--- src/rtl/pix_pair_packer_if.sv ---
// Pixel-pair packer bus bundle.
// Groups the pixel input stream and the packed-word output stream so the
// packer and its producer/consumer can be wired with a single connection.
//   pix_in[17:0]          RGB666 pixel {R,G,B}
//   pix_valid             pix_in valid this cycle (no backpressure)
//   sof                   start of frame, qualified by pix_valid
//   two_pixel_vals[35:0]  head word {second pixel, first pixel}
//   word_valid            head word valid
//   word_ready            consumer accepts the head word
//   word_addr[ADDR_W-1:0] linear word index of the head word
//   overflow              sticky: a completed word was dropped
//   frame_done            one-cycle pulse when a frame's last word is stored
// The master modport is the side that feeds pixels and consumes words;
// the slave modport is the packer itself.
interface pix_pair_packer_if #(
   parameter int ADDR_W = 19
);
   logic [17:0]       pix_in;
   logic              pix_valid;
   logic              sof;
   logic [35:0]       two_pixel_vals;
   logic              word_valid;
   logic              word_ready;
   logic [ADDR_W-1:0] word_addr;
   logic              overflow;
   logic              frame_done;

   modport master (
      output pix_in, pix_valid, sof, word_ready,
      input  two_pixel_vals, word_valid, word_addr, overflow, frame_done
   );

   modport slave (
      input  pix_in, pix_valid, sof, word_ready,
      output two_pixel_vals, word_valid, word_addr, overflow, frame_done
   );
endinterface

--- src/rtl/pix_pair_packer.sv ---
// Pixel-pair packer.
// Packs consecutive RGB666 pixels of a frame into 36-bit words
// {second pixel, first pixel}, tags each word with its linear index within
// the frame and queues it in a small FIFO for a ready/valid consumer.
// Ports:
//   clk    single clock, all state on the rising edge
//   reset  asynchronous, active-low reset
//   bus    pix_pair_packer_if slave modport (pixel input, word output)
module pix_pair_packer #(
   parameter int FRAME_W    = 640,
   parameter int FRAME_H    = 480,
   parameter int ADDR_W     = 19,
   parameter int FIFO_DEPTH = 4
) (
   input logic              clk,
   input logic              reset,
   pix_pair_packer_if.slave bus
);

   localparam int PTR_W = (FIFO_DEPTH > 1) ? $clog2(FIFO_DEPTH) : 1;
   localparam int CNT_W = $clog2(FIFO_DEPTH + 1);
   localparam logic [ADDR_W-1:0] LAST_WORD = ADDR_W'(FRAME_W * FRAME_H / 2 - 1);
   localparam logic [CNT_W-1:0]  FULL_CNT  = CNT_W'(FIFO_DEPTH);

   typedef enum logic [1:0] {IDLE, LOW, HIGH} state_t;

   state_t            state_q;
   logic [17:0]       lowPix_q;
   logic [ADDR_W-1:0] wordCnt_q;
   logic              frameDone_q;
   logic              overflow_q;

   logic [35:0]       dataMem_q [FIFO_DEPTH];
   logic [ADDR_W-1:0] addrMem_q [FIFO_DEPTH];
   logic [PTR_W-1:0]  rdPtr_q, rdPtr_d;
   logic [PTR_W-1:0]  wrPtr_q, wrPtr_d;
   logic [CNT_W-1:0]  count_q, count_d;

   logic pushReq, isLast, fifoFull, fifoEmpty, pop, doWrite, drop;

   // A word completes only on a non-sof pixel while holding a low half;
   // a sof pixel always restarts pairing and never pushes.
   // A completed word is stored if there is room, or if the head is being
   // popped in the same cycle; otherwise it is dropped.
   always_comb begin
      pushReq   = bus.pix_valid && !bus.sof && (state_q == HIGH);
      isLast    = (wordCnt_q == LAST_WORD);
      fifoFull  = (count_q == FULL_CNT);
      fifoEmpty = (count_q == '0);
      pop       = !fifoEmpty && bus.word_ready;
      doWrite   = pushReq && (!fifoFull || pop);
      drop      = pushReq && fifoFull && !pop;
      wrPtr_d   = doWrite ? wrPtr_q + PTR_W'(1) : wrPtr_q;
      rdPtr_d   = pop ? rdPtr_q + PTR_W'(1) : rdPtr_q;
      count_d   = count_q;
      if (doWrite && !pop) begin
         count_d = count_q + CNT_W'(1);
      end else if (pop && !doWrite) begin
         count_d = count_q - CNT_W'(1);
      end
   end

   // Pairing state machine. The word counter stops at the last word of the
   // frame and the machine parks in IDLE until the next sof. frame_done is
   // only raised when that last word actually made it into the FIFO.
   always_ff @(posedge clk or negedge reset) begin
      if (!reset) begin
         state_q     <= IDLE;
         lowPix_q    <= '0;
         wordCnt_q   <= '0;
         frameDone_q <= 1'b0;
      end else begin
         frameDone_q <= 1'b0;
         if (bus.pix_valid) begin
            if (bus.sof) begin
               lowPix_q  <= bus.pix_in;
               wordCnt_q <= '0;
               state_q   <= HIGH;
            end else begin
               case (state_q)
                  LOW: begin
                     lowPix_q <= bus.pix_in;
                     state_q  <= HIGH;
                  end
                  HIGH: begin
                     frameDone_q <= isLast && doWrite;
                     if (isLast) begin
                        state_q <= IDLE;
                     end else begin
                        wordCnt_q <= wordCnt_q + ADDR_W'(1);
                        state_q   <= LOW;
                     end
                  end
                  default: begin
                     state_q <= IDLE;
                  end
               endcase
            end
         end
      end
   end

   // Output word FIFO. Storage is cleared on reset so the head outputs read
   // zero until the first word arrives; pointers wrap naturally because the
   // depth is a power of two.
   always_ff @(posedge clk or negedge reset) begin
      if (!reset) begin
         for (int i = 0; i < FIFO_DEPTH; i++) begin
            dataMem_q[i] <= '0;
            addrMem_q[i] <= '0;
         end
         rdPtr_q    <= '0;
         wrPtr_q    <= '0;
         count_q    <= '0;
         overflow_q <= 1'b0;
      end else begin
         if (doWrite) begin
            dataMem_q[wrPtr_q] <= {bus.pix_in, lowPix_q};
            addrMem_q[wrPtr_q] <= wordCnt_q;
         end
         rdPtr_q    <= rdPtr_d;
         wrPtr_q    <= wrPtr_d;
         count_q    <= count_d;
         overflow_q <= overflow_q | drop;
      end
   end

   assign bus.word_valid     = !fifoEmpty;
   assign bus.two_pixel_vals = dataMem_q[rdPtr_q];
   assign bus.word_addr      = addrMem_q[rdPtr_q];
   assign bus.overflow       = overflow_q;
   assign bus.frame_done     = frameDone_q;

endmodule

--- src/flat_wrapper.sv ---
// flat-port wrapper written by rule: the top's interface ports become plain ports
module pix_pair_packer_flat 
#(
   parameter int FRAME_W    = 640,
   parameter int FRAME_H    = 480,
   parameter int ADDR_W     = 19,
   parameter int FIFO_DEPTH = 4
)
  (clk, reset, bus_pix_in, bus_pix_valid, bus_sof, bus_word_ready, bus_two_pixel_vals, bus_word_valid, bus_word_addr, bus_overflow, bus_frame_done);
  pix_pair_packer_if #(.ADDR_W(ADDR_W)) bus_i ();
  input logic clk;
  input logic reset;
  input wire logic [$bits(bus_i.pix_in)-1:0] bus_pix_in;
  input wire logic [$bits(bus_i.pix_valid)-1:0] bus_pix_valid;
  input wire logic [$bits(bus_i.sof)-1:0] bus_sof;
  input wire logic [$bits(bus_i.word_ready)-1:0] bus_word_ready;
  output wire logic [$bits(bus_i.two_pixel_vals)-1:0] bus_two_pixel_vals;
  output wire logic [$bits(bus_i.word_valid)-1:0] bus_word_valid;
  output wire logic [$bits(bus_i.word_addr)-1:0] bus_word_addr;
  output wire logic [$bits(bus_i.overflow)-1:0] bus_overflow;
  output wire logic [$bits(bus_i.frame_done)-1:0] bus_frame_done;
  assign bus_i.pix_in = bus_pix_in;
  assign bus_i.pix_valid = bus_pix_valid;
  assign bus_i.sof = bus_sof;
  assign bus_i.word_ready = bus_word_ready;
  assign bus_two_pixel_vals = bus_i.two_pixel_vals;
  assign bus_word_valid = bus_i.word_valid;
  assign bus_word_addr = bus_i.word_addr;
  assign bus_overflow = bus_i.overflow;
  assign bus_frame_done = bus_i.frame_done;
  pix_pair_packer #(.FRAME_W(FRAME_W), .FRAME_H(FRAME_H), .ADDR_W(ADDR_W), .FIFO_DEPTH(FIFO_DEPTH)) u_core (.clk(clk), .reset(reset), .bus(bus_i));
endmodule
--- config.mk ---
export PLATFORM = sky130hd
export DESIGN_NAME = pix_pair_packer_flat
export DESIGN_NICKNAME = d
export VERILOG_FILES = /design/src/rtl/pix_pair_packer_if.sv /design/src/rtl/pix_pair_packer.sv /design/src/flat_wrapper.sv
export SDC_FILE = /design/constraint.sdc
export NUM_CORES = 1
export LEC_CHECK = 0
export ABC_CLOCK_PERIOD_IN_PS = 2150
export BUFFER_PORTS_ARGS = -buffer_cell sky130_fd_sc_hd__buf_2
export CORE_AREA = 2 2 156 158
export CTS_BUF_LIST = sky130_fd_sc_hd__clkbuf_16
export CTS_CLUSTER_DIAMETER = 150
export DETAILED_ROUTE_END_ITERATION = 10
export DIE_AREA = 0 0 158 160
export PLACE_DENSITY = 0.86
export REMOVE_ABC_BUFFERS = 1
export SKIP_CTS_REPAIR_TIMING = 1
export SYNTH_ARGS = -nofsm -noshare
export SYNTH_HDL_FRONTEND = slang
export SYNTH_SLANG_ARGS = --single-unit
--- constraint.sdc ---
create_clock -name clk -period 2.15 [get_ports clk]
set_clock_uncertainty 0.1 [all_clocks]
set_input_delay 0.1075 -clock clk [delete_from_list [all_inputs] [get_ports clk]]
set_output_delay 0.1075 -clock clk [all_outputs]
set_load 0.005 [all_outputs]
# Yosys cells after proc, flatten, opt, wreduce, memory -nomap -nowiden
# Cells that the tools add are included.
[totals]
reg_bits = 268
output_inout_bits = 58
wordCells = 79
[classes]
mux = 25
order_cmp = 3
addsub = 5
bitwise_logic = 3
eq_ne = 5
n_reduce_logical = 22
[ops]
columns = ["operator", "n"]
rows = [
  ["$bwmux W144", 1],
  ["$mux W19", 6],
  ["$mux W36", 3],
  ["$bwmux W76", 1],
  ["$bmux W36 S2", 1],
  ["$demux W36 S2", 1],
  ["$bmux W19 S2", 1],
  ["$demux W19 S2", 1],
  ["$mux W18", 2],
  ["$add A19 B1 Y19 const B", 1],
  ["$eq A19 B18 Y1 const B", 1],
  ["$logic_and A1 B1 Y1", 10],
  ["$ge A3 B3 Y1 const B", 2],
  ["$mux W3", 2],
  ["$not A2 Y3", 2],
  ["$reduce_bool A2 Y1", 3],
  ["$logic_not A1 Y1", 5],
  ["$add A2 B1 Y2 const B", 2],
  ["$mux W1", 4],
  ["$pmux W2 S2", 1],
  ["$add A3 B1 Y3 const B", 1],
  ["$eq A3 B3 Y1 const B", 1],
  ["$logic_not A3 Y1", 1],
  ["$lt A3 B1 Y1 const B", 1],
  ["9 further kinds", 9],
]

# Longest topological paths before layout
# Gate-level depths: netlist of run 1.
[depth]
ltp_word = 9
ltp_mapped = 11

# Worst setup path after synthesis of run 1
# No wires, ideal clock.
[synth_path]
path_kind = "register to register"
startpoint = "register u_core.state_q[0]"
endpoint = "register u_core.count_q[2]"
setup_time_ns = 0.079
stages_incl_launch_ff = 11
synth_period_minus_slack_ns = 2.371
setup_slack_ns = -0.221
path_buffers = 1
arrival_ns = 2.192
path_cell_list = "dfrtp_1 and3b_1 nand2b_1 buf_2 nor2_8 ha_1 inv_1 fa_1 xor2_1 nor2_1 xor2_1"
[synth_between]
elab_chain_len = 6
elab_cells_between_ends = 8
cone_classes = "eq/ne: 1; mux: 1; reduce/logical: 6"
[synth_rtl]
columns = ["element", "line", "rtl"]
rows = [
  ["from (decl)", "pix_pair_packer.sv:27", "state_t state_q;"],
  ["from (signal assigned)", "pix_pair_packer.sv:68", "state_q <= IDLE;"],
  ["from (signal assigned)", "pix_pair_packer.sv:78", "state_q <= HIGH;"],
  ["from (signal assigned)", "pix_pair_packer.sv:83", "state_q <= HIGH;"],
  ["$eq A2 B2 Y1 *", "pix_pair_packer.sv:46", "pushReq = bus.pix_valid && !bus.sof && (state_q == HIGH);"],
  ["$logic_and A1 B1 Y1 *", "pix_pair_packer.sv:46", ""],
  ["$logic_and A1 B1 Y1 *", "pix_pair_packer.sv:51", "doWrite = pushReq && (!fifoFull || pop);"],
  ["named net u_core.doWrite", "pix_pair_packer.sv:39", "logic pushReq, isLast, fifoFull, fifoEmpty, pop, doWrite, drop;"],
  ["$logic_not A1 Y1", "pix_pair_packer.sv:58", "end else if (pop && !doWrite) begin"],
  ["$logic_and A1 B1 Y1", "pix_pair_packer.sv:58", ""],
  ["$reduce_bool A2 Y1 (no line)", "--", ""],
  ["to (signal assigned)", "pix_pair_packer.sv:123", "count_q <= count_d;"],
  ["to (decl)", "pix_pair_packer.sv:37", "logic [CNT_W-1:0] count_q, count_d;"],
]
# The timed path passes the listed nets; every way through them passes the cells marked *.
# A chain may end at the register's enable or synchronous reset.

# Worst setup path in the final report of run 1
[layout_path]
startpoint = "register u_core.rdPtr_q[0]"
endpoint = "output bus_two_pixel_vals[25]"
[layout_between]
elab_chain_len = 4
[layout_rtl]
columns = ["element", "line", "rtl"]
rows = [
  ["from (decl)", "pix_pair_packer.sv:35", "logic [PTR_W-1:0] rdPtr_q, rdPtr_d;"],
  ["from (signal assigned)", "pix_pair_packer.sv:121", "rdPtr_q <= rdPtr_d;"],
  ["$not A2 Y3 (implied by the code)", "pix_pair_packer.sv:129", "assign bus.two_pixel_vals = dataMem_q[rdPtr_q];"],
  ["$bmux W36 S2", "pix_pair_packer.sv:129", ""],
  ["$mux W36 (implied by the code) (2 in series)", "pix_pair_packer.sv:129", ""],
  ["to (decl)", "flat_wrapper.sv:17", "output wire logic [$bits(bus_i.two_pixel_vals)-1:0] bus_two_pixel_vals;"],
]
# No other way between the ends. The select of a mux whose other input is x is not followed.

==> impl_results.md, run 1 <==
* Status: finished, violations left
* Failing checks: negative setup slack
* Hold Crit Class: input port to asynchronous set/reset pin
* Hpwl dp at about 17000 µm
* Internal power at between 10 and 15 mW
* PortBufs at 80
* Synth top area cells: dfrtp_1 53%, mux2_4 24%, mux4_2 9.7%
* CTS tree: done
* Die height at 160 µm
* Proportion of layout cells with a drive suffix above 1 at 53.5%
* PwrDens at 1260 nW/µm²
* Cell area after layout at 15400 µm²
* Setup WS post-layout at -37.5 ps
* Placed Instances at 1173
* DR DRC count at 0
* # nets final at about 940
* Slew Limit Fails at 0
* RSZ-0062 raised after global routing: true
* Die Wd at 158 µm
* Initial antenna violation count at 0
* CTS root buf: clkbuf_16
* Clk pwr share at 25.4%
* Startpoint types: flip-flop
* Clock Pin Slew Worst Setup and Hold Paths at about 60 ps
* Final Hold Vio Count at 0
* I/O pin total at 81
* Netlist cell types at 53
* Vias in the first global route at roughly 7.7k
* Final worst-path cycle share at 102%
* Core area at 23800 µm²
* Cts bufs inserted at 29
* First-pass GRT wire length at 42800 µm
* Lkg Pwr at roughly 7.7 nW
* Area grow syn2layout at 20.5%
* H-tree levels at 1
* Initial core utilization at 53.5%
* Vias per inst at 5.62
* #FFs+latches synth at 268
* Sequential fraction of the synthesis area at 52.6%
* Vias at 7075
* IR drop worst, VDD at around 0.00068 V
* Main flop type after synthesis: dfrtp_1
* Kind of critical path: flip-flop to output port
* Detail Route Antenna Nets at 0
* Clock Latency Late Sink at 540 ps
* WP data arrival at 1980 ps
* Synth Cell Area at 12700 µm²
* Synthesis Warnings at 0
* Most common cell in the synthesized netlist: dfrtp_1
* Ant. Diodes at 0
* Sw power at 5.41 mW
* Max clock buf depth at 3
* Worst EP required at roughly 1900 ps
* RD Place Congestion at 0.800
* Switch share at 27.9%
* Final non-filler cell total at 1259
* Leading area contributor after synthesis: dfrtp_1
* Multi-input gate area at around 5700 µm²
* DRT iter0 DRCs at 461
* Ys async rst share at 100%
* Max Fclk at between 400 and 500 MHz
* Worst-margin pin slew at 595 ps
* Fillers at 1620
* Top cell type's share of synthesized area at a little over half
* Worst slew margin at between 50% and 60%
* WL/cell at 21.2 µm
* Synthesized instance count at 754
* Dpl cell area at approximately 14000 µm²
* Clock sinks at 268
* Fin crit period at between 2000 and 2500 ps
* Detailed Route WL at 26700 µm
* Power, Total at 19.4 mW
* Register share of total power at about two fifths
* Crit path max fanout at 12
* Mean Syn Cell Area at 16.9 µm²
* Total GRT Usage at 21.4%
* Post-synth top cells: 268 x dfrtp_1, 200 x mux2_4, 55 x mux4_2
* Register area at 6710 µm²
* Crit. End Element: output port
* Final setup violating endpoints at 37
* Pin count of the biggest net entering global routing at 64
* MaxCap Viol Count at 0
* Post-synth EDFFs at 0
* Die footprint at 25300 µm²
* GRT Residual Overflow at 0
* Site Rows at 57
* Combinational fraction of design power at 35.0%
* Router iterations before antenna repair at 4
power groups by stage:
| stage | combinational (mW) | clock, mW | sequential, mW |
|---|---|---|---|
| after floorplan | 4.13 | 0 | 7.71 |
| after global placement | 6.09 | 0 | 7.66 |
| after detailed placement | 6.29 | 0 | 7.77 |
| after CTS | 6.33 | 5.01 | 7.73 |
| after global routing | 7.27 | 5.23 | 7.86 |
| final | 6.79 | 4.93 | 7.68 |
layer usage:
metal  global-route usage (%)  wire length, µm
met4                     4.63              414
met1                     30.2            11600
met2                     35.4            13500
met5                        0                0
met3                     3.39             1250
worst paths after layout:
check | start | endpoint | slack, ps | cells past startpoint
hold / removal | reset | u_core.dataMem_q[71]$_DFFE_PN0P_ | 5 | 2
min in group clk | bus_pix_in[17] | u_core.dataMem_q[107]$_DFFE_PN0P_ | 300 | 3
hold reg to reg | u_core.bus.overflow$_DFF_PN0_ | u_core.bus.overflow$_DFF_PN0_ | 370 | 1
setup / recovery | u_core.rdPtr_q[0]$_DFFE_PN0P_ | bus_two_pixel_vals[25] | -40 | 4
max in group asynchronous | reset | u_core.dataMem_q[55]$_DFFE_PN0P_ | 1180 | 3
setup reg to reg | u_core.count_q[0]$_DFFE_PN0P_ | u_core.count_q[2]$_DFFE_PN0P_ | 60 | 8
logic make-up (layout without fill, tap and decap cells):
logic type               Yosys count  after routing  share of synthesized area (%)
XOR/XNOR                           9              9                          0.619
adder cells (fa/ha/maj)            7              7                          0.746
AND/OR/NAND/NOR                   67             67                           3.48
multiplexers                     298            298                           37.1
AO/OA/AOI/OAI                     44             44                           2.33
flip-flops                       268            268                           52.6
buffers and inverters             61            242                           3.14
critical path, cell delays in order (launching register included):
cell	delay [ps]
dfrtp_4	430
buf_12	160
buf_12	170
mux4_2	540
buf_6	140
placed cells by master, fill, tap and decap left out, types with 2 or more instances in the layout:
master	instances
mux2_1	20
o22ai_1	4
buf_6	13
nor2_1	10
inv_1	18
nor4_1	4
o21ai_0	7
a31oi_1	10
clkinv_1	3
mux2_4	200
mux2i_1	3
o21ai_2	3
mux4_2	55
a22o_1	2
buf_2	72
buf_12	21
a21o_1	2
mux2_2	20
nand2_8	4
a21oi_1	8
nand4_1	3
nand3_1	9
clkbuf_16	30
clkinv_2	8
xnor2_1	7
ha_1	5
nand2_1	16
dfrtp_1	266
o211ai_2	2
buf_4	46
dlygate4sd3_1	22
bufinv_16	4
flip-flops by register name, indices dropped and copies added, names as in the netlist:
register and cells:
u_core.addrMem_q 76, u_core.bus.frame_done 1, u_core.dataMem_q 144, u_core.wordCnt_q 19
u_core.state_q 2, u_core.bus.overflow 1, u_core.lowPix_q 18, u_core.rdPtr_q 2
u_core.count_q 3, u_core.wrPtr_q 2
final cells by class:
cell class	count	share of cell area [%]
Sequential cell	268	43.7
Multi-Input combinational cell	425	37.1
Timing Repair Buffer	177	10.2
Clock buffer	29	4.73
Tap cell	324	2.64
Clock inverter	24	1.39
Inverter	12	0.293
through the flow:
step	hold WS [ps]	utilization, %	setup WS [ps]	TNS, ps
6_report	5.15	64.4	-37.5	-635
3_3_place_gp	-22.2	58.6	53.5	0
2_1_floorplan	-288	-	-985	-57850
3_5_place_dp	-7.67	58.6	-74.6	-78.3
5_1_grt	43.6	64.4	-98.7	-3620
4_1_cts	-585	62.5	-235	-8680
Power figures use the tool's default switching activity.
==> inputs of run 2 (changes only) <==
Settings changed: CELL_PAD_IN_SITES_DETAIL_PLACEMENT set to 1, CELL_PAD_IN_SITES_GLOBAL_PLACEMENT set to 2, CORE_AREA 2 2 156 158 to 2 2 180 182, DIE_AREA 0 0 158 160 to 0 0 182 184, HOLD_SLACK_MARGIN set to 0.08.
==> run 2 against run 1 <==
The run still ends with negative setup slack left; core utilization fell by 15 points; clock power rose by 1%; count of clock-buffer cells in the layout up 2; first-iteration DRC count down 34%; maximum frequency decreased by 1.2%; die area rose by 32%; largest power group unchanged; highest routed layer unchanged.
==> impl_results.md, run 2 (synthesis results as in run 1) <==
* Startpoint types: flip-flop (unchanged)
* Clock Pin Slew Worst Setup and Hold Paths at 60 ps (about the same)
* Router iterations before antenna repair at 4 (unchanged)
* RD Place Congestion at 0.750 (was 0.800)
* H-tree levels at 1 (unchanged)
* RR Endpoint: u_core.count_q[2]$_DFFE_PN0P_ (unchanged)
* Met2 Track Usage GR at 29.0% (was 35.4%)
* I/O pin total at 81 (unchanged)
* Critical Path Start: u_core.rdPtr_q[0]$_DFFE_PN0P_ (unchanged)
* WL/cell at 21.4 µm (was 21.2 µm)
* PortBufs at 80 (unchanged)
* GRT Residual Overflow at 0 (unchanged)
* Die footprint at 33500 µm² (was 25300 µm²)
* Hpwl dp at 18100 µm (was 16700 µm)
* Kind of critical path: flip-flop to output port (unchanged)
* Cell count of the worst reg-to-reg path at 9 (was 8)
* Core area at 31400 µm² (was 23800 µm²)
* Top Registers: u_core.dataMem_q: 144 flops, u_core.addrMem_q: 76 flops, u_core.wordCnt_q: 19 flops (unchanged)
* Most frequent cells in the layout: 264 x dfrtp_1, 200 x mux2_4, 75 x buf_2 (was 266 x dfrtp_1, 200 x mux2_4, 72 x buf_2)
* Hold Crit Class: input port to asynchronous set/reset pin (unchanged)
* RSZ-0062 raised after global routing: true (unchanged)
* Crit. End Element: output port (unchanged)
* CTS tree: done (unchanged)
* Area grow syn2layout at 21.6% (was 20.5%)
* Worst Setup EP: bus_two_pixel_vals[6] (was bus_two_pixel_vals[25])
* Failing checks: negative setup slack (unchanged)
* Max Fclk at 451 MHz (was 457 MHz)
* Fillers at 2994 (was 1620)
* Multi-input gate area at 5700 µm² (was 5690 µm²)
* Dpl cell area at 14100 µm² (was 14000 µm²)
* Placed Instances at 1250 (was 1173)
* Worst EP required at 1940 ps (about the same)
* CTS root buf: clkbuf_16 (unchanged)
* Final Hold Vio Count at 0 (unchanged)
* Max reg flops at 144 (unchanged)
* DR DRC count at 0 (unchanged)
* Clock sinks at 268 (unchanged)
* Ant. Diodes at 0 (unchanged)
* Lkg Pwr at 7.72 nW (about the same)
* Fin crit period at 2220 ps (was 2190 ps)
* First-pass GRT wire length at 46000 µm (was 42800 µm)
* Pin count of the biggest net entering global routing at 79 (was 64)
* Vias at 7070 (was 7075)
* Setup WS post-layout at -65.2 ps (was -37.5 ps)
* Total GRT Usage at 17.3% (was 21.4%)
* Max clock buf depth at 3 (unchanged)
* Slew Limit Fails at 0 (unchanged)
* Initial antenna violation count at 0 (unchanged)
* IR drop worst, VDD at 0.000602 V (was 0.000679 V)
* Register area at 6710 µm² (about the same)
* Detailed Route WL at 28600 µm (was 26700 µm)
* Final worst-path cycle share at 103% (was 102%)
* Commonest non-fill, non-tap cell in the layout: dfrtp_1 (unchanged)
* Site Rows at 65 (was 57)
* MaxCap Viol Count at 0 (unchanged)
* Busiest grt layer: met2 (unchanged)
* Worst-margin pin slew at 632 ps (was 595 ps)
* Flop2flop setup slack at 90 ps (was 60 ps)
* Power, Total at 19.4 mW (about the same)
* GR Util met3 at 2.95% (was 3.39%)
* Crit path max fanout at 13 (was 12)
* Hold_ws at 96.9 ps (was 5.15 ps)
* Status: finished, violations left (unchanged)
* PwrDens at 1250 nW/µm² (was 1260 nW/µm²)
* Die height at 184 µm (was 160 µm)
* Die Wd at 182 µm (was 158 µm)
* Met1 Use GR at 24.0% (was 30.2%)
* Final setup violating endpoints at 28 (was 37)
* Detail Route Antenna Nets at 0 (unchanged)
* Proportion of layout cells with a drive suffix above 1 at 53.5% (about the same)
* Vias per inst at 5.29 (was 5.62)
* Cell area after layout at 15500 µm² (was 15400 µm²)
* Initial core utilization at 40.6% (was 53.5%)
* Worst slew margin at 57.5% (was 60.0%)
* Clock Latency Late Sink at 550 ps (was 540 ps)
* DRT iter0 DRCs at 304 (was 461)
* Worst r2r src: u_core.state_q[0]$_DFFE_PN0P_ (was u_core.count_q[0]$_DFFE_PN0P_)
* Biggest register: u_core.dataMem_q (unchanged)
* Final non-filler cell total at 1336 (was 1259)
* # nets final at 942 (was 943)
* WP data arrival at 2010 ps (was 1980 ps)
* Pre-CTS setup slack at -23.4 ps (was -74.6 ps)
* Vias in the first global route at 7933 (was 7676)
* Cts bufs inserted at 30 (was 29)
-- run 2: cell types whose count changed in the layout (fill, tap and decap cells not counted), sizes merged --
cell      previous run  this run
buf                154       152
bufinv               4         3
clkbuf              30        32
clkinv              11        14
clkinvlp             1         0
inv                 20        18
-- run 2: how the worst min path moves through the flow --
stage | endpoint | cells past startpoint | slack, ps
floorplan | u_core.addrMem_q[0]$_DFFE_PN0P_ | 0 | -290
global placement | u_core.dataMem_q[126]$_DFFE_PN0P_ | 1 | -50
detailed placement | u_core.dataMem_q[54]$_DFFE_PN0P_ | 1 | -50
CTS | u_core.dataMem_q[54]$_DFFE_PN0P_ | 1 | -640
global route | u_core.dataMem_q[90]$_DFFE_PN0P_ | 3 | 120
finish | u_core.dataMem_q[143]$_DFFE_PN0P_ | 3 | 100
-- run 2: area by class of cell --
class                           instances  share of cell area [%]
Timing Repair Buffer                  175                    10.2
Multi-Input combinational cell        425                    36.7
Inverter                               12                   0.291
Sequential cell                       268                    43.3
Clock buffer                           31                    5.01
Tap cell                              402                    3.25
Clock inverter                         23                    1.24
-- run 2: report_power, final --
part / switching (mW) / internal (mW)
combinational: 2.38 / 4.36
clock: 2.03 / 2.96
sequential: 0.999 / 6.66
total: 5.41 / 14.0
-- run 2: routing by layer --
layer | share of wire (%) | vias up
met5 | 0 | -
met4 | 1.5 | 0
met3 | 3.2 | 32
met2 | 49 | 95
met1 | 46 | 3846
li1 | - | 3097
-- run 2: critical path, stage by stage, from the launching register on --
cell,delay [ps]
dfrtp_4,430
buf_12,150
buf_12,180
mux4_2,550
buf_2,150
-- run 2: through the flow --
stage / setup TNS, ps / utilization (%)
after global placement: 0 / 44.9
after global routing: -3380 / 49.4
after floorplan: -57850 / -
final: -844 / 49.4
after CTS: -7930 / 48.0
after detailed placement: -23.4 / 44.9
==> inputs of run 3 (changes only) <==
Settings changed: ABC_AREA set to 1, CORE_AREA 2 2 180 182 to 2 2 199 201, DIE_AREA 0 0 182 184 to 0 0 201 203.
==> run 3 against run 2 <==
The run still ends with negative setup slack left; via count up 58%; power increased by 12%; die area increased by 22%; wire length up 47%; worst setup slack better by 39 ps; synthesized area shrank 1.0%; synthesized cell count grew 100%; clock power down 4%; final area fell by 0.30%; largest cell class unchanged; largest power group is now combinational logic; highest routed layer unchanged.
==> impl_results.md, run 3 <==
* Post-synth EDFFs at 0 (unchanged)
* First-pass GRT wire length at 64500 µm (was 46000 µm)
* Post-synth top cells: 509 x nand2_1, 268 x dfrtp_1, 266 x o21ai_0, 137 x nor2_1, 56 x o22ai_1 (was 268 x dfrtp_1, 200 x mux2_4, 55 x mux4_2)
* Pin count of the biggest net entering global routing at 105 (was 79)
* Netlist cell types at 30 (was 53)
* Crit. End Element: output port (unchanged)
* Clock Latency Late Sink at 570 ps (was 550 ps)
* H-tree levels at 1 (unchanged)
* MaxCap Viol Count at 0 (unchanged)
* Initial core utilization at 32.8% (was 40.6%)
* Pre-CTS setup slack at -11.7 ps (was -23.4 ps)
* Most used cell, CP: buf_12 (unchanged)
* Hpwl dp at 23300 µm (was 18100 µm)
* Dpl cell area at 13700 µm² (was 14100 µm²)
* Cell area after layout at 15500 µm² (about the same)
* Ant. Diodes at 0 (unchanged)
* Final setup violating endpoints at 5 (was 28)
* PwrDens at 1410 nW/µm² (was 1250 nW/µm²)
* #FFs+latches synth at 268 (unchanged)
* Site Rows at 72 (was 65)
* Core area at 38500 µm² (was 31400 µm²)
* Sequential fraction of the synthesis area at 53.2% (was 52.6%)
* WP data arrival at 1970 ps (was 2010 ps)
* Synth top area cells: dfrtp_1 53%, nand2_1 15%, o21ai_0 11% (was dfrtp_1 53%, mux2_4 24%, mux4_2 9.7%)
* Synthesized instance count at 1529 (was 754)
* CTS root buf: clkbuf_16 (unchanged)
* Worst slew margin at 64.6% (was 57.5%)
* Startpoint types: flip-flop (unchanged)
* Hold Crit Class: input port to flip-flop (was input port to asynchronous set/reset pin)
* Synthesis Warnings at 0 (unchanged)
* Die height at 203 µm (was 184 µm)
* Clock sinks at 268 (unchanged)
* Proportion of layout cells with a drive suffix above 1 at 15.4% (was 53.5%)
* Cts bufs inserted at 31 (was 30)
* CP top delay family: buffers and inverters (was multiplexers)
* Lkg Pwr at 7.45 nW (was 7.72 nW)
* CP peak stage delay at 550 ps (about the same)
* Most frequent cells in the layout: 508 x nand2_1, 266 x dfrtp_1, 233 x o21ai_0 (was 264 x dfrtp_1, 200 x mux2_4, 75 x buf_2)
* Router iterations before antenna repair at 5 (was 4)
* Slew Limit Fails at 0 (unchanged)
* Mean Syn Cell Area at 8.25 µm² (was 16.9 µm²)
* WL/cell at 19.3 µm (was 21.4 µm)
* Ys async rst share at 100% (unchanged)
* Detailed Route WL at 41900 µm (was 28600 µm)
* Die footprint at 40800 µm² (was 33500 µm²)
* I/O pin total at 81 (unchanged)
* Leading area contributor after synthesis: dfrtp_1 (unchanged)
* Main flop type after synthesis: dfrtp_1 (unchanged)
* Max clock buf depth at 3 (unchanged)
* Vias at 11.1k (was 7070)
* Final Hold Vio Count at 0 (unchanged)
* Setup WS post-layout at -25.7 ps (was -65.2 ps)
* Clock Pin Slew Worst Setup and Hold Paths at 60 ps (about the same)
* RD Place Congestion at 0.733 (was 0.750)
* Placed Instances at 2071 (was 1250)
* Slowest CP cell: dfrtp_4 (was mux4_2)
* DR DRC count at 0 (unchanged)
* Worst path cell trace: clkinv_8 > buf_12 > clkbuf_16 > buf_12 > nor2_2 > o22ai_2 > buf_2 (was buf_12 > buf_12 > mux4_2 > buf_2)
* Most common cell in the synthesized netlist: nand2_1 (was dfrtp_1)
* Status: finished, violations left (unchanged)
* Vias in the first global route at 11.7k (was 7933)
* Flop2flop setup slack at 90 ps (about the same)
* RSZ-0062 raised after global routing: true (unchanged)
* Buffers and inverters on the worst path at 5 (was 3)
* Kind of critical path: flip-flop to output port (unchanged)
* Failing checks: negative setup slack (unchanged)
* DRT iter0 DRCs at 755 (was 304)
* Detail Route Antenna Nets at 0 (unchanged)
* Top Registers: u_core.dataMem_q: 144 flops, u_core.addrMem_q: 76 flops, u_core.wordCnt_q: 19 flops (unchanged)
* Die Wd at 201 µm (was 182 µm)
* # nets final at 1662 (was 942)
* Hold_ws at 244 ps (was 96.9 ps)
* Top cell type's share of synthesized area at 53.2% (was 52.6%)
* Vias per inst at 5.13 (was 5.29)
* Worst EP required at 1940 ps (about the same)
* Worst-margin pin slew at 531 ps (was 632 ps)
* GRT Residual Overflow at 0 (unchanged)
* Commonest non-fill, non-tap cell in the layout: nand2_1 (was dfrtp_1)
* Max reg flops at 144 (unchanged)
* CTS tree: done (unchanged)
* Final Core Density at 40.2% (was 49.4%)
* Biggest register: u_core.dataMem_q (unchanged)
* IR drop worst, VDD at 0.000739 V (was 0.000602 V)
* Crit path max fanout at 8 (was 13)
* PortBufs at 80 (unchanged)
* Total GRT Usage at 19.5% (was 17.3%)
* Synth Cell Area at 12600 µm² (was 12700 µm²)
* Final non-filler cell total at 2171 (was 1336)
* Initial antenna violation count at 1 (was 0)
* Area grow syn2layout at 22.5% (was 21.6%)
* Final worst-path cycle share at 101% (was 103%)
* Max Fclk at 460 MHz (was 451 MHz)
* Fin crit period at 2180 ps (was 2220 ps)
==> run 3: worst paths after layout <==
path / end / cells past startpoint / start
min in group asynchronous: u_core.addrMem_q[69]$_DFFE_PN0P_ / 3 / reset
worst min-delay path: u_core.lowPix_q[10]$_DFFE_PN0P_ / 4 / bus_pix_in[10]
worst max-delay path: bus_two_pixel_vals[8] / 7 / u_core.rdPtr_q[0]$_DFFE_PN0P_
max in group asynchronous: u_core.dataMem_q[80]$_DFFE_PN0P_ / 4 / reset
worst min register to register: u_core.dataMem_q[98]$_DFFE_PN0P_ / 2 / u_core.dataMem_q[98]$_DFFE_PN0P_
worst max register to register: u_core.addrMem_q[3]$_DFFE_PN0P_ / 9 / u_core.count_q[1]$_DFFE_PN0P_
==> run 3: kinds of logic after synthesis <==
logic type / synth area share, %
compound gates: 17.4
xor+xnor: 0.972
fa+ha+maj: 0.754
buf+inv: 6.28
flops: 53.2
mux: 0.0893
simple gates: 21.3
==> run 3: layer usage <==
metal / up-vias / wire (µm) / part of all wire [%] / GRT usage [%]
met5: - / 0 / 0 / 0
met4: 0 / 875 / 2.1 / 4.21
met3: 61 / 1730 / 4.1 / 2.81
met2: 204 / 20100 / 48 / 33.9
met1: 5682 / 19200 / 46 / 26.0
li1: 5195 / - / - / -
==> run 3: per-stage QoR <==
stage                     total power [mW]  setup TNS, ps
after floorplan                       11.7        -290630
after global placement                15.4              0
after detailed placement              15.7          -11.7
after CTS                             20.6          -5650
after global routing                  23.3          -1950
final                                 21.8          -65.2
==> run 3: tightest hold or removal path: stages <==
cell,delay (ps)
dlygate4sd3_1,520
buf_2,150
nand2_1,60
nand2_1,50
==> run 3: where the power goes <==
part	internal, mW	switching, mW	leakage, nW
combinational	3.79	5.44	3.52
clock	2.69	2.10	0.468
sequential	6.78	1.00	3.46
==> run 3: layout make-up <==
class / count / area (µm²)
fillers: 4598 / 23000
flip-flops and latches: 268 / 6710
multi-input cells: 1113 / 5340
repair buffers: 180 / 1700
clock buffers: 31 / 776
well taps: 518 / 648
inverters: 38 / 155
clock inverters: 23 / 123
